<file path="src/rtl/bam_pkg.sv">
// Shared types for the sequential shift-add multiplier: FSM state encoding and counter sizing.
// Latency: n/a (types and constant functions only).
// Backpressure: n/a.
package bam_pkg;

  // Control states of the multiplier sequencer
  typedef enum logic [1:0] {
    IDLE = 2'd0,
    RUN  = 2'd1,
    DONE = 2'd2
  } state_t;

  // Width of the row counter: must index rows 0..width-1 of the multiplier
  function automatic int cnt_width(input int width);
    return (width <= 2) ? 1 : $clog2(width);
  endfunction

endpackage

</file>
<file path="src/rtl/bam_row.sv">
// One partial-product row: ripple chain of AND-add cells adding (a & b_bit) to the previous upper half.
// Latency: combinational.
// Backpressure: none (pure datapath). With BAM_MULT_SIGNED_EN the Baugh-Wooley cell inversions are applied.
module bam_row #(
  parameter int WIDTH = 8
) (
  input  logic [WIDTH-1:0] a,
  input  logic             b_bit,
`ifdef BAM_MULT_SIGNED_EN
  input  logic             msb_row,
`endif
  input  logic [WIDTH-1:0] pre,
  output logic [WIDTH-1:0] sum,
  output logic             cout
);

  logic [WIDTH:0] carry;

  assign carry[0] = 1'b0;

  for (genvar i = 0; i < WIDTH; i++) begin : g_cell
    logic pp;
`ifdef BAM_MULT_SIGNED_EN
    // Invert the partial product where exactly one of (row, column) is the sign position
    localparam logic MSB_COL = (i == WIDTH - 1);
    assign pp = (a[i] & b_bit) ^ (msb_row ^ MSB_COL);
`else
    assign pp = a[i] & b_bit;
`endif
    assign sum[i]     = pp ^ pre[i] ^ carry[i];
    assign carry[i+1] = (pp & pre[i]) | (pp & carry[i]) | (pre[i] & carry[i]);
  end

  assign cout = carry[WIDTH];

endmodule

</file>
<file path="src/rtl/bam_seq_mult.sv">
// Sequential WIDTH x WIDTH multiplier, one partial-product row per clock (signed Baugh-Wooley if BAM_MULT_SIGNED_EN).
// Latency: out_valid rises WIDTH+1 edges after the acceptance edge, independent of operand values.
// Backpressure: in_ready only in IDLE; the product is held with out_valid until out_ready is seen.
module bam_seq_mult
  import bam_pkg::*;
#(
  parameter int WIDTH = 8
) (
  input  logic               clk,
  input  logic               rst,
  input  logic               in_valid,
  output logic               in_ready,
  input  logic [WIDTH-1:0]   a,
  input  logic [WIDTH-1:0]   b,
  output logic               out_valid,
  input  logic               out_ready,
  output logic [2*WIDTH-1:0] product,
  output logic               busy
);

  localparam int CW = cnt_width(WIDTH);
  localparam logic [CW-1:0] LAST_ROW = CW'(WIDTH - 1);

`ifdef BAM_MULT_SIGNED_EN
  // Baugh-Wooley correction: a one at bit WIDTH and at bit 2*WIDTH-1
  localparam logic [2*WIDTH-1:0] ONE     = {{(2*WIDTH-1){1'b0}}, 1'b1};
  localparam logic [2*WIDTH-1:0] BW_CORR = (ONE << WIDTH) | (ONE << (2*WIDTH-1));
`endif

  state_t               state_q, state_d;
  logic [WIDTH-1:0]     a_q, b_q;
  logic [2*WIDTH-1:0]   acc_q;
  logic [CW-1:0]        cnt_q;
  logic [2*WIDTH-1:0]   product_q;
  logic                 out_valid_q;
  logic [WIDTH-1:0]     row_sum;
  logic                 row_cout;
  logic [2*WIDTH-1:0]   result;

  bam_row #(.WIDTH(WIDTH)) u_row (
    .a      (a_q),
    .b_bit  (b_q[cnt_q]),
`ifdef BAM_MULT_SIGNED_EN
    .msb_row(cnt_q == LAST_ROW),
`endif
    .pre    (acc_q[2*WIDTH-1:WIDTH]),
    .sum    (row_sum),
    .cout   (row_cout)
  );

`ifdef BAM_MULT_SIGNED_EN
  assign result = acc_q + BW_CORR;
`else
  assign result = acc_q;
`endif

  // State register
  always_ff @(posedge clk) begin
    if (rst) state_q <= IDLE;
    else     state_q <= state_d;
  end

  // Next-state logic: accept in IDLE, WIDTH row cycles in RUN, wait for handshake in DONE
  always_comb begin
    state_d = state_q;
    case (state_q)
      IDLE:    if (in_valid) state_d = RUN;
      RUN:     if (cnt_q == LAST_ROW) state_d = DONE;
      DONE:    if (out_valid_q && out_ready) state_d = IDLE;
      default: state_d = IDLE;
    endcase
  end

  // Datapath: capture operands, accumulate one row per RUN cycle, latch the product in DONE.
  // The first DONE cycle registers the (corrected) product, so out_valid lands one edge after RUN ends.
  always_ff @(posedge clk) begin
    if (rst) begin
      a_q         <= '0;
      b_q         <= '0;
      acc_q       <= '0;
      cnt_q       <= '0;
      product_q   <= '0;
      out_valid_q <= 1'b0;
    end else begin
      case (state_q)
        IDLE: begin
          if (in_valid) begin
            a_q   <= a;
            b_q   <= b;
            acc_q <= '0;
            cnt_q <= '0;
          end
        end
        RUN: begin
          acc_q <= {row_cout, row_sum, acc_q[WIDTH-1:1]};
          cnt_q <= cnt_q + CW'(1);
        end
        DONE: begin
          if (!out_valid_q) begin
            product_q   <= result;
            out_valid_q <= 1'b1;
          end else if (out_ready) begin
            out_valid_q <= 1'b0;
          end
        end
        default: ;
      endcase
    end
  end

  assign in_ready  = (state_q == IDLE);
  assign busy      = (state_q != IDLE);
  assign out_valid = out_valid_q;
  assign product   = product_q;

endmodule

</file>
<file path="config.mk">
export PLATFORM = sky130hd
export DESIGN_NAME = bam_seq_mult
export DESIGN_NICKNAME = d
export VERILOG_FILES = /design/src/rtl/bam_pkg.sv /design/src/rtl/bam_row.sv /design/src/rtl/bam_seq_mult.sv
export SDC_FILE = /design/constraint.sdc
export NUM_CORES = 1
export LEC_CHECK = 0
export ABC_AREA = 1
export BUFFER_PORTS_ARGS = -buffer_cell sky130_fd_sc_hd__buf_2
export CAP_MARGIN = 20
export CORE_MARGIN = 4
export CORE_UTILIZATION = 60
export CTS_CLUSTER_SIZE = 20
export DETAILED_ROUTE_END_ITERATION = 7
export PLACE_DENSITY = 0.91
export SYNTH_ARGS = -nofsm -noshare
export SYNTH_HDL_FRONTEND = slang
export SYNTH_HIERARCHICAL = 1
export SYNTH_SLANG_ARGS = --single-unit
</file>
<file path="constraint.sdc">
create_clock -name clk -period 6.48 [get_ports clk]
set_clock_uncertainty 0.2 [all_clocks]
set_input_delay 0 -clock clk [delete_from_list [all_inputs] [get_ports clk]]
set_output_delay 0 -clock clk [all_outputs]
set_load 0.01 [all_outputs]
</file>
======== Word level (Yosys, flattened, before mapping) ========
Cells that the tools add are included.
storage, ports and cells
  register bits after elaboration ......... 54
  input bits .............................. 20
  word-level logic and storage cells ...... 95
cells by class
  add/subtract/negate cells ............... 1
  $lt $le $gt $ge ......................... 1
  equality and inequality tests ........... 6
  muxes and demuxes ....................... 12
  bitwise operators ....................... 60
  reduce and logical (&&, ||, !) cells .... 8
operators with widths
  operator               number
  $pmux W16 S2           1
  $and A1 B1 Y1          30
  $mux W16               1
  $xor A1 B1 Y1          15
  $or A1 B1 Y1           14
  $mux W2                3
  $ne A2 B2 Y1 const B   3
  $pmux W2 S3            1
  $pmux W3 S2            1
  $reduce_and A2 Y1      3
  $lt A3 B4 Y1 const B   1
  $reduce_bool A2 Y1     2
  $add A3 B1 Y3 const B  1
  $bmux W1 S3            1
  $eq A3 B3 Y1 const B   1
  $mux W1                3
  $mux W3                1
  $reduce_and A3 Y1      1
  $eq A2 B1 Y1 const B   1
  $eq A2 B2 Y1 const B   1
  $logic_not A2 Y1       1
  $logic_and A1 B1 Y1    1
  $not A1 Y1             1

======== Logic depth before layout (Yosys ltp) ========
  depth after elaboration ................. 26
  gate-level depth with buffers ........... 21
  gate-level depth less buffers ........... 20

======== Cells and area by module ========
The synthesis kept the hierarchy.
by module, submodules not included
  module        times used  cells each  area each (um2)  seq. area each (um2)
  bam_seq_mult  1           268         2,264.7          1,081.0
  bam_row       1           28          229.0            0.0

======== Worst setup path after synthesis ========
OpenSTA, ideal clock, no wires.
  path type ............................... register to register
  from .................................... register cnt_q[0]
  to ...................................... register acc_q[14]
  library setup time ...................... 0.066 ns
  arrival time ............................ 4.057 ns
  data required time ...................... 6.214 ns
  path slack .............................. 2.156 ns
  stages on the path, launching flop included .. 22
  path buffers ............................ 1
  period minus slack after synthesis ...... 4.324 ns
  path through ............................ dfxtp_1 inv_1 nand2_1 nand3_1 nand2_1 nand2_1 nand2_1 buf_2 nand2_1 inv_1 ha_1 fa_1 fa_1 fa_1 fa_1 fa_1 fa_1 inv_1 fa_1 inv_1 nand2_4 a21oi_2
on the way
  word-level cells in the longest chain between the ends .. 24
  elaborated cells on any way between the ends .. 44
  those cells by class .................... mux (3); bitwise (41)
ends and longest elaborated chain
  what                               RTL line            RTL
  start: declaration                 bam_seq_mult.sv:33  logic [CW-1:0] cnt_q;
  start signal: assignment           bam_seq_mult.sv:96  cnt_q <= cnt_q + CW'(1);
  $bmux W1 S3 (*)                    bam_seq_mult.sv:42  .b_bit (b_q[cnt_q]),
  $mux W1 (not written as such) (*)  bam_seq_mult.sv:42
  $and A1 B1 Y1                      bam_row.sv:28       assign pp = a[i] & b_bit;
  $and A1 B1 Y1 (2 in series)        bam_row.sv:31       assign carry[i+1] = (pp & pre[i]) | (pp & carry[i]) | (pre[i] & carry[i]);
  $or A1 B1 Y1 (2 in series)         bam_row.sv:31
  $and A1 B1 Y1                      bam_row.sv:31
  $or A1 B1 Y1 (2 in series)         bam_row.sv:31
  $and A1 B1 Y1                      bam_row.sv:31
  (+3 left out)                      n/a
  $or A1 B1 Y1 (2 in series)         bam_row.sv:31
  $and A1 B1 Y1                      bam_row.sv:31
  $or A1 B1 Y1 (2 in series)         bam_row.sv:31
  $and A1 B1 Y1                      bam_row.sv:31
  $or A1 B1 Y1 (2 in series)         bam_row.sv:31
  $xor A1 B1 Y1 (*)                  bam_row.sv:30       assign sum[i] = pp ^ pre[i] ^ carry[i];
  net row_sum[7]                     bam_seq_mult.sv:36  logic [WIDTH-1:0] row_sum;
  $pmux W16 S2 (*)                   bam_seq_mult.sv:85  case (state_q)
  end signal: assignment             bam_seq_mult.sv:95  acc_q <= {row_cout, row_sum, acc_q[WIDTH-1:1]};
  end: declaration                   bam_seq_mult.sv:32  logic [2*WIDTH-1:0] acc_q;
The timed path passes the listed nets; every way through them passes the cells marked *. The select of a mux whose other input is x is not followed.
A chain may end at the register's enable or synchronous reset.

======== Worst setup path in the final report ========
Same ends and word-level chain as after synthesis.

==> results.yml <==
synth:
  synthCells: 296
  synth_edf_count: 0
  syn_area_um2: 2490
  yosys_warnings: 6
  synth_seq_area_share: 0.434
  synthesis.nets: 326
  ys_ff_latch: 54
  synth.distinct_cells: 25
  async_flop_share: 0
  synth-main-ff-cell: "dfxtp_1"
  syn-mean-instance-area_um2: 8.42
clock_network:
  cts_buffer_depth: 2
  root_buffer: "clkbuf_8"
  htreeDepth: 2
  cts.clk_slew.worst_paths_ps: 110
  numClockSinks: 54
  clock_latency_ps: 320
  cts_tree: "yes"
  cts_buffers: 5
final_layout:
  final_nets: 385
  drive_gt1_frac: 0.270
  antenna_cells: 0
  synthToLayoutAreaGrowth_pct: 20.2
  layout_common_cells: "70 x nand2_1, 54 x dfxtp_1, 38 x buf_2"
  final_common_cell: "nand2_1"
routing:
  dr_wl_met2_um: 2560
  wl_per_cell_um: 12.6
  wl_met1_um: 2220
  drc: 0
  wl_met3_um: 216
  drt_wl_total_um: 5100
  dr.pass1.iters: 4
  drtIter0Drc: 94
  vias: 2043
  final_antenna_net_count: 0
  viasPerCell: 5.03
  dr.max_layer_used: "met4"
worst_setup_path:
  critPathArrivalTime_ps: 4720
  path_max_fanout: 8
  crit_path_frequent_cell: "fa_1"
  cp-start-kind: "flop"
  end_kind: "flop"
  worstSetupPathType: "flop to flop"
  critPathMaxStageDelay_ps: 410
  slowest_stage: "fa_1"
  r2r_slack_ps: 1810
  crit_chain: "inv_1, nand2_1, nand3_1, nand2_1, nand2_1, nand2_1, nand2_1, inv_1, ha_1, fa_1, fa_1, fa_1, fa_1, fa_1, fa_1, inv_1, fa_1, inv_1, nand2_4, a21oi_2"
  required_ps: 6530
sta:
  setup_viol: 0
  rsz0062_at_grt: "no"
  min_period_ps: 4670
  hold_violations: 0
  fmax_mhz: 214
  final_max_slew_viol_count: 0
  tightest_slew_ps: 866
  finalCritPeriodShare: 0.720
  finalSetupTns_ps: 0
  worst_slack_ps: 1810
  holdWs_ps: 82.8
  slew_headroom: 0.423
floorplanning:
  start_util: 0.623
  die_area_um2: 5250
  core_area_um2: 4000
  die_x_um: 72.5
  num_rows: 23
  ios: 39
  die_h_um: 72.5
global_routing:
  grt_pass1_vias: 2020
  grt_max_degree: 38
  grt_overflow: 0
  grt_pass1_wl_um: 8810
  grt_use_total: 0.214
  grt_antenna_before_repair: 0
pwr:
  peakVddDrop_mv: 0.147
  power.density_nw_per_um2: 210
  power.leakage_nw: 1.38
placement:
  place_ws_ps: 1860
  gp_congestion: 0.792
  hpwlAfterDp_um: 3290
  io_buffers: 38
min_path:
  worstHoldPathType: "input pin to flop"
status:
  status: "finished clean"
run:
  cap_violations: 0
metrics by stage:
step	total power, mW	instances	cell area, µm²	util
2_1_floorplan	0.414	296	2490	-
3_3_place_gp	0.423	372	2640	0.661
3_5_place_dp	0.426	372	2640	0.661
4_1_cts	0.627	406	3000	0.749
5_1_grt	0.656	406	3000	0.749
6_report	0.630	406	3000	0.749
final timing paths:
kind,from,endpoint,depth (start not counted)
worst max-delay path,cnt_q[0],acc_q[14],20
worst min-delay path,rst,product[6],2
worst max register to register,cnt_q[0],acc_q[14],20
worst min register to register,product[15],product[15],2
power breakdown:
part | leakage (nW) | switching, mW | internal (mW) | total, mW
Combinational | 0.896 | 0.0481 | 0.0342 | 0.0823
Sequential | 0.439 | 0.00873 | 0.343 | 0.351
Clock | 0.0447 | 0.118 | 0.0783 | 0.197
flip-flops by register name, summed over array words and instances, names as in the netlist:
register,cells
acc_q,16
out_valid,1
cnt_q,3
state_q,2
product,16
a_q,8
b_q,8
synth_stat cells, types with 2 or more instances:
cell	n	area share
inv_4	2	0.0050
a21oi_1	16	0.032
ha_1	3	0.015
fa_1	7	0.056
buf_2	4	0.0080
nor2_1	35	0.053
dfxtp_1	54	0.43
o21ai_0	18	0.036
buf_1	2	0.0030
inv_1	24	0.036
nand2_4	11	0.050
a21oi_2	20	0.070
buf_6	2	0.0090
nand2_1	70	0.11
buf_8	2	0.012
nand3_1	6	0.012
inv_2	2	0.0030
nand2_2	11	0.028
worst max-delay path, delay by kind of cell, from the launching register on:
family                     cells  cell delay, ps
AOI/OAI and AO/OA              1             130
adders and majority gates      8            2950
and+or+nand+nor                7             570
DFF                            1             380
buffers and inverters          4             390
repair_timing:
action	4_1_cts	5_1_grt
hold buffers	26	0
setup buffers	0	0
endpoints found under the hold margin	36	0
gates resized for setup	0	0
metal layers:
| metal | up-vias | GRT usage |
|---|---|---|
| met2 | 51 | 0.375 |
| met5 | - | 0 |
| met1 | 943 | 0.253 |
| met4 | 0 | 0.0861 |
| li1 | 1038 | - |
| met3 | 11 | 0.0471 |
final cells by class:
class	instances	area, µm²
Clock buffer	5	68.8
Clock inverter	3	25.0
Multi-Input combinational cell	201	1190
Tap cell	50	62.6
Timing Repair Buffer	64	450
Inverter	29	119
Sequential cell	54	1080
Fill cell	280	1000
cell families after synthesis:
| group | count (synthesis) | share of synthesized area |
|---|---|---|
| AOI/OAI and AO/OA | 56 | 0.148 |
| adders and majority gates | 10 | 0.0712 |
| buffers and inverters | 41 | 0.0893 |
| DFF | 54 | 0.434 |
| and+or+nand+nor | 135 | 0.258 |
No activity file was read; power rests on OpenSTA's default activity.
